$ cat src/rtl/wb_port_arbiter_if.sv
// Writeback port bundle between the writeback requesters and the register file write port.
// Requesters drive valid/rd/data; the arbiter returns per-requester ready and the registered
// register-file write signals.
interface wb_port_arbiter_if #(
    parameter int NREQ = 3
) ();
    logic [NREQ-1:0]       req_valid;
    logic [NREQ-1:0][4:0]  req_rd;
    logic [NREQ-1:0][31:0] req_data;
    logic [NREQ-1:0]       req_ready;
    logic                  load;
    logic [4:0]            dest;
    logic [31:0]           in;
    logic                  valid_forward;
    logic [2:0]            wb_src;

    // Requester / register-file side of the bundle
    modport master (
        output req_valid, req_rd, req_data,
        input  req_ready, load, dest, in, valid_forward, wb_src
    );

    // Arbiter side of the bundle
    modport slave (
        input  req_valid, req_rd, req_data,
        output req_ready, load, dest, in, valid_forward, wb_src
    );
endinterface

$ cat src/rtl/wb_port_arbiter.sv
// Register-file write port arbiter.
// Requester 0 (pipeline WB) normally wins; the other requesters share round-robin and
// a requester that has waited STARVE_MAX cycles overrides requester 0. The winning write
// is registered and presented to the register file one cycle after its handshake.
module wb_port_arbiter #(
    parameter int NREQ       = 3,
    parameter int STARVE_MAX = 7
) (
    input logic              clk,
    input logic              rst,
    wb_port_arbiter_if.slave bus
);
    localparam int CW = 8;

    typedef logic [2:0] idx_t;

    // Wait counters exist only for the non-zero requesters
    logic [NREQ-1:1][CW-1:0] waitCnt_q, waitCnt_d;
    idx_t                    rrPtr_q, rrPtr_d;

    logic [NREQ-1:0] starving;
    logic [NREQ-1:0] waiting;
    logic [3:0]      pickStarve;
    logic [3:0]      pickOther;
    logic            grantAny;
    idx_t            grantIdx;
    logic [NREQ-1:0] grant;
    logic [4:0]      selRd;
    logic [31:0]     selData;

    logic            load_q, load_d;
    logic [4:0]      dest_q, dest_d;
    logic [31:0]     in_q, in_d;
    logic [2:0]      wbSrc_q, wbSrc_d;

    // Round-robin pick among mask bits 1..NREQ-1, searching from ptr+1 and wrapping to 1.
    // Candidates above ptr beat candidates at or below it; within each group the lowest wins.
    // Result bit 3 flags that a candidate was found, bits 2:0 hold its index.
    function automatic logic [3:0] rrPick(input logic [NREQ-1:0] mask, input idx_t ptr);
        logic [3:0] result;
        result = '0;
        for (int j = NREQ - 1; j >= 1; j--) begin
            if (mask[j] && (j <= int'(ptr))) begin
                result = {1'b1, idx_t'(j)};
            end
        end
        for (int j = NREQ - 1; j >= 1; j--) begin
            if (mask[j] && (j > int'(ptr))) begin
                result = {1'b1, idx_t'(j)};
            end
        end
        return result;
    endfunction

    // Grant selection: starving requesters first, then requester 0, then round-robin
    always_comb begin
        starving = '0;
        waiting  = '0;
        grantAny = 1'b0;
        grantIdx = '0;
        grant    = '0;
        for (int i = 1; i < NREQ; i++) begin
            starving[i] = bus.req_valid[i] && (waitCnt_q[i] == CW'(STARVE_MAX));
            waiting[i]  = bus.req_valid[i];
        end
        pickStarve = rrPick(starving, rrPtr_q);
        pickOther  = rrPick(waiting, rrPtr_q);
        if (pickStarve[3]) begin
            grantAny = 1'b1;
            grantIdx = pickStarve[2:0];
        end else if (bus.req_valid[0]) begin
            grantAny = 1'b1;
            grantIdx = '0;
        end else if (pickOther[3]) begin
            grantAny = 1'b1;
            grantIdx = pickOther[2:0];
        end
        // No requester may be released while reset is held
        if (!rst) begin
            grantAny = 1'b0;
        end
        for (int i = 0; i < NREQ; i++) begin
            grant[i] = grantAny && (grantIdx == idx_t'(i));
        end
    end

    assign bus.req_ready = grant;

    // Write mux: route the granted requester's destination and data to the output stage
    always_comb begin
        selRd   = '0;
        selData = '0;
        for (int i = 0; i < NREQ; i++) begin
            if (grant[i]) begin
                selRd   = bus.req_rd[i];
                selData = bus.req_data[i];
            end
        end
    end

    // Next state for wait counters and round-robin pointer; a handshake or idle clears a counter
    always_comb begin
        waitCnt_d = waitCnt_q;
        rrPtr_d   = rrPtr_q;
        for (int i = 1; i < NREQ; i++) begin
            if (!bus.req_valid[i] || grant[i]) begin
                waitCnt_d[i] = '0;
            end else if (waitCnt_q[i] != CW'(STARVE_MAX)) begin
                waitCnt_d[i] = waitCnt_q[i] + CW'(1);
            end
        end
        if (grantAny && (grantIdx != '0)) begin
            rrPtr_d = grantIdx;
        end
    end

    // Next state for the output stage; x0 writes complete the handshake but never load
    always_comb begin
        load_d  = 1'b0;
        dest_d  = dest_q;
        in_d    = in_q;
        wbSrc_d = wbSrc_q;
        if (grantAny) begin
            load_d  = (selRd != 5'd0);
            dest_d  = selRd;
            in_d    = selData;
            wbSrc_d = grantIdx;
        end
    end

    // Arbitration state registers; reset points rr at NREQ-1 so requester 1 wins first
    always_ff @(posedge clk or negedge rst) begin
        if (!rst) begin
            waitCnt_q <= '0;
            rrPtr_q   <= idx_t'(NREQ - 1);
        end else begin
            waitCnt_q <= waitCnt_d;
            rrPtr_q   <= rrPtr_d;
        end
    end

    // Output stage registers; reset discards any captured write immediately
    always_ff @(posedge clk or negedge rst) begin
        if (!rst) begin
            load_q  <= 1'b0;
            dest_q  <= '0;
            in_q    <= '0;
            wbSrc_q <= '0;
        end else begin
            load_q  <= load_d;
            dest_q  <= dest_d;
            in_q    <= in_d;
            wbSrc_q <= wbSrc_d;
        end
    end

    assign bus.load          = load_q;
    assign bus.valid_forward = load_q;
    assign bus.dest          = dest_q;
    assign bus.in            = in_q;
    assign bus.wb_src        = wbSrc_q;
endmodule

$ cat src/flat_wrapper.sv
// flat-port wrapper written by rule: the top's interface ports become plain ports
module wb_port_arbiter_flat 
#(
    parameter int NREQ       = 3,
    parameter int STARVE_MAX = 7
)
  (clk, rst, bus_req_valid, bus_req_rd, bus_req_data, bus_req_ready, bus_load, bus_dest, bus_in, bus_valid_forward, bus_wb_src);
  wb_port_arbiter_if #(.NREQ(NREQ)) bus_i ();
  input logic clk;
  input logic rst;
  input wire logic [$bits(bus_i.req_valid)-1:0] bus_req_valid;
  input wire logic [$bits(bus_i.req_rd)-1:0] bus_req_rd;
  input wire logic [$bits(bus_i.req_data)-1:0] bus_req_data;
  output wire logic [$bits(bus_i.req_ready)-1:0] bus_req_ready;
  output wire logic [$bits(bus_i.load)-1:0] bus_load;
  output wire logic [$bits(bus_i.dest)-1:0] bus_dest;
  output wire logic [$bits(bus_i.in)-1:0] bus_in;
  output wire logic [$bits(bus_i.valid_forward)-1:0] bus_valid_forward;
  output wire logic [$bits(bus_i.wb_src)-1:0] bus_wb_src;
  assign bus_i.req_valid = bus_req_valid;
  assign bus_i.req_rd = bus_req_rd;
  assign bus_i.req_data = bus_req_data;
  assign bus_req_ready = bus_i.req_ready;
  assign bus_load = bus_i.load;
  assign bus_dest = bus_i.dest;
  assign bus_in = bus_i.in;
  assign bus_valid_forward = bus_i.valid_forward;
  assign bus_wb_src = bus_i.wb_src;
  wb_port_arbiter #(.NREQ(NREQ), .STARVE_MAX(STARVE_MAX)) u_core (.clk(clk), .rst(rst), .bus(bus_i));
endmodule
$ cat config.mk
export PLATFORM = sky130hd
export DESIGN_NAME = wb_port_arbiter_flat
export DESIGN_NICKNAME = d
export VERILOG_FILES = /design/src/rtl/wb_port_arbiter_if.sv /design/src/rtl/wb_port_arbiter.sv /design/src/flat_wrapper.sv
export SDC_FILE = /design/constraint.sdc
export NUM_CORES = 1
export LEC_CHECK = 0
export BUFFER_PORTS_ARGS = -buffer_cell sky130_fd_sc_hd__buf_2
export CAP_MARGIN = 10
export CELL_PAD_IN_SITES_DETAIL_PLACEMENT = 1
export CELL_PAD_IN_SITES_GLOBAL_PLACEMENT = 1
export CORE_ASPECT_RATIO = 2
export CORE_MARGIN = 2
export CORE_UTILIZATION = 34
export DETAILED_ROUTE_END_ITERATION = 6
export PLACE_DENSITY = 0.82
export RECOVER_POWER = 50
export SLEW_MARGIN = 20
export SYNTH_ARGS = -nofsm -noshare
export SYNTH_HDL_FRONTEND = slang
export SYNTH_SLANG_ARGS = --single-unit
$ cat constraint.sdc
create_clock -name clk -period 6.2 [get_ports clk]
set_input_delay 1.24 -clock clk [delete_from_list [all_inputs] [get_ports clk]]
set_output_delay 1.24 -clock clk [all_outputs]
set_load 0.02 [all_outputs]
==> Flow_metrics.wiki <==
{| class="wikitable"
! Metric !! Value
|-
| Mean instance size in the synthesized netlist || 9.829 sq um
|-
| Fillcell total || 953
|-
| Post-route clock period utilization || 0.6729
|-
| Worst reg2reg setup slack || 3.22 ns
|-
| Area of the multi-input gates || 1280 sq um
|-
| Worst setup EP type || output pin
|-
| Slew HR || 0.4769
|-
| Total Negative Setup Slacks || 0 ns
|-
| Average wire per cell in the routed design || 19.56 microns
|-
| Required time of the critical path || 4.96 ns
|-
| Netlist area before placement || 2791 sq um
|-
| Standard-cell row count || 46
|-
| Status || finished with violations
|-
| CTS HTree Levels || 3
|-
| Overall routed net length || 10540 microns
|-
| Predominant post-synthesis flop cell || dfrtp_1
|-
| Post-synthesis to final-layout area growth || 40.25%
|-
| Async set-or-reset flop fraction in the synthesized netlist || 1.000
|-
| Clock buffers created by TritonCTS || 9
|-
| Area of the placeable core || 7943 sq um
|-
| Top-area cell type share of the netlist area || 0.5110
|-
| Cell-by-cell trace of the critical path || or4_4 > nor3_4 > maj3_4 > o21ai_1 > inv_2 > buf_2
|-
| P_leak || 1.995 nW
|-
| Setup repair after global routing missed its margin || no
|-
| Router iterations before antenna repair || 7
|-
| Cell with the biggest individual delay on the critical path || or4_4
|-
| Worst slew pin tran || 0.7846 ns
|-
| Drt initial violations || 277
|-
| Remaining DRCs || 18
|-
| Largest buffer count on any clock path || 2
|-
| Number of buffers inserted to repair setup after CTS || 0
|-
| RePlAce Congestion || 0.8199
|-
| Biggest cell delay along the critical path || 0.57 ns
|-
| Post-cts resize count || 0
|-
| Most area-consuming cells after synthesis || dfrtp_1 51%, a222oi_1 13%, nand2_1 11%
|-
| TritonCTS clock tree || done
|-
| Worst min path class || flip-flop to flip-flop
|-
| Violated checks || DRC
|-
| Peak supply drop || 0.2216 mV
|-
| Number of buffers inserted by port buffering || 159
|-
| Number of clock sinks || 58
|-
| Proportion of layout cells with a drive suffix above 1 || 0.3634
|-
| Setup Skew || 0.005883 ns
|-
| Number of nets in the finished design || 558
|-
| Half-perimeter wire length of the detailed placement result || 8117 microns
|-
| First-pass GRT wire length || 16250 microns
|-
| Synthesized instance count || 284
|-
| Die ar. || 8995 sq um
|-
| Diode count || 0
|-
| Sequential cell area fraction in the yosys report || 0.5204
|-
| Minimum period implied by the final worst setup slack || 4.172 ns
|-
| Type of the setup path with the least slack || flip-flop to output pin
|-
| Vias in the first global route || 3179
|-
| Horizontal die dimension || 68.07 microns
|-
| Via/cell ratio || 5.538
|-
| Commonest cells in the netlist || 84 x nand2_1, 57 x dfrtp_1, 35 x a222oi_1
|-
| Final hold violation count || 0
|-
| Count of yosys warnings during synthesis || 0
|-
| Grt ovf || 0
|-
| GRT Overall Usage || 0.2469
|-
| Starting density of the core || 0.3514
|-
| Post-route insts no fill || 539
|-
| Power density normalized to cell area || 284.7 nW/um^2
|-
| Worst-path maximum fanout || 37
|-
| Cell at the root of the clock tree || clkbuf_16
|-
| CTS clock-pin slew for the worst setup and hold paths || 0.05 ns
|-
| Number of I/O pins || 161
|-
| Number of max-cap violations || 0
|-
| Count of flip-flops with a built-in enable after synthesis || 0
|-
| Arrival time of the worst setup path || 2.93 ns
|-
| Die outline height || 132.1 microns
|-
| Via count of the routed design || 2985
|-
| Final Slew Violations || 0
|-
| Clock network latency to the later pin of the worst-skew pair || 0.33 ns
|-
| Most numerous cell in the Yosys netlist || nand2_1
|-
| Count of different cell masters after synthesis || 41
|-
| Max Fclk || 239.7 MHz
|-
| Largest net degree at the start of global routing || 63
|-
| Number of nets with antenna violations after detailed routing || 0
|-
| Number of cells in the design after placement || 525
|-
| Synth Register Bits || 58
|-
| Number of antenna violations at the first check in global routing || 0
|-
| Count of buffer and inverter cells on the critical path || 2
|-
| Cell type group with the largest total delay on the critical path || simple AND/OR/NAND/NOR gates
|-
| Cell taking the most area after synthesis || dfrtp_1
|-
| Number of buffers inserted by hold repair at cts || 0
|-
| Sequential cell area in the final layout || 1453 sq um
|-
| Post-Synthesis Net Count || 402
|-
| Worst Setup Start Kind || flip-flop
|-
| Final Setup Violations || 0
|}
flip-flops by register name (all words and copies together), names as in the netlist:
name / flops
u_core.bus.dest: 5
u_core.bus.in: 32
u_core.bus.load: 1
u_core.bus.wb_src: 2
u_core.rrPtr_q: 2
u_core.waitCnt_q: 16
worst min-delay path, cell delays in order (launching register included):
cell	delay, ns
dfrtp_1	0.33
nand2_1	0.05
nand2_1	0.06
cell families after synthesis:
| kind of cell | share of synthesized area |
|---|---|
| xor+xnor | 0.03765 |
| flops | 0.5204 |
| buf+inv | 0.03496 |
| other cells | 0.001343 |
| compound gates | 0.1856 |
| simple gates | 0.2062 |
| fa+ha+maj | 0.01389 |
area by class of cell:
class                           instances  area share
Clock buffer                           14     0.06488
Tap cell                               96     0.03068
Multi-Input combinational cell        205      0.3269
Sequential cell                        58      0.3710
Timing Repair Buffer                  163      0.2036
Inverter                                3    0.002876
final timing paths:
check                                      from             endpoint  cells past startpoint
hold / removal               u_core.bus.dest[2]   u_core.bus.dest[2]                      2
setup / recovery           u_core.waitCnt_q[11]     bus_req_ready[2]                      6
max in group asynchronous                   rst    u_core.bus.in[11]                      2
hold reg to reg              u_core.bus.dest[2]   u_core.bus.dest[2]                      2
setup reg to reg            u_core.waitCnt_q[0]      u_core.bus.load                      8
min in group asynchronous                   rst  u_core.waitCnt_q[2]                      2
power breakdown:
part	switching (mW)	leakage (nW)	internal [mW]	total [mW]
clock network	0.153	0.123	0.276	0.429
registers	0.0301	0.736	0.423	0.453
logic	0.145	1.14	0.0872	0.232
layer usage:
layer,up-vias,routed length (microns),global-route usage
li1,1364,-,-
met1,1472,3424,0.2501
met3,32,595,0.06746
met5,-,0,0
met4,0,462,0.1322
met2,117,6060,0.4342
cells in the final DEF (no fill, tap or decap), types with 3 or more instances in the layout:
cell type / count
a21oi_1: 4
a222oi_1: 35
and3_1: 4
buf_2: 136
buf_4: 4
clkbuf_1: 27
clkbuf_16: 9
dfrtp_1: 57
nand2_1: 84
nand3_1: 10
nor2_1: 15
nor3_1: 5
o21ai_0: 3
o31ai_1: 4
xnor2_1: 3
xor2_1: 9
stage by stage:
stage | utilization | cell area (sq um) | total power [mW] | hold WS, ns | worst slack, ns
after floorplan | - | 2791 | 0.5785 | 0.4437 | 2.962
after global placement | 0.4646 | 3690 | 0.6911 | 0.4579 | 2.270
after detailed placement | 0.4646 | 3690 | 0.6991 | 0.4684 | 2.204
after CTS | 0.4965 | 3944 | 1.135 | 0.4808 | 1.975
after global routing | 0.4929 | 3915 | 1.164 | 0.5086 | 1.838
final | 0.4929 | 3915 | 1.115 | 0.4766 | 2.028
(Power assumes the default switching activity.)
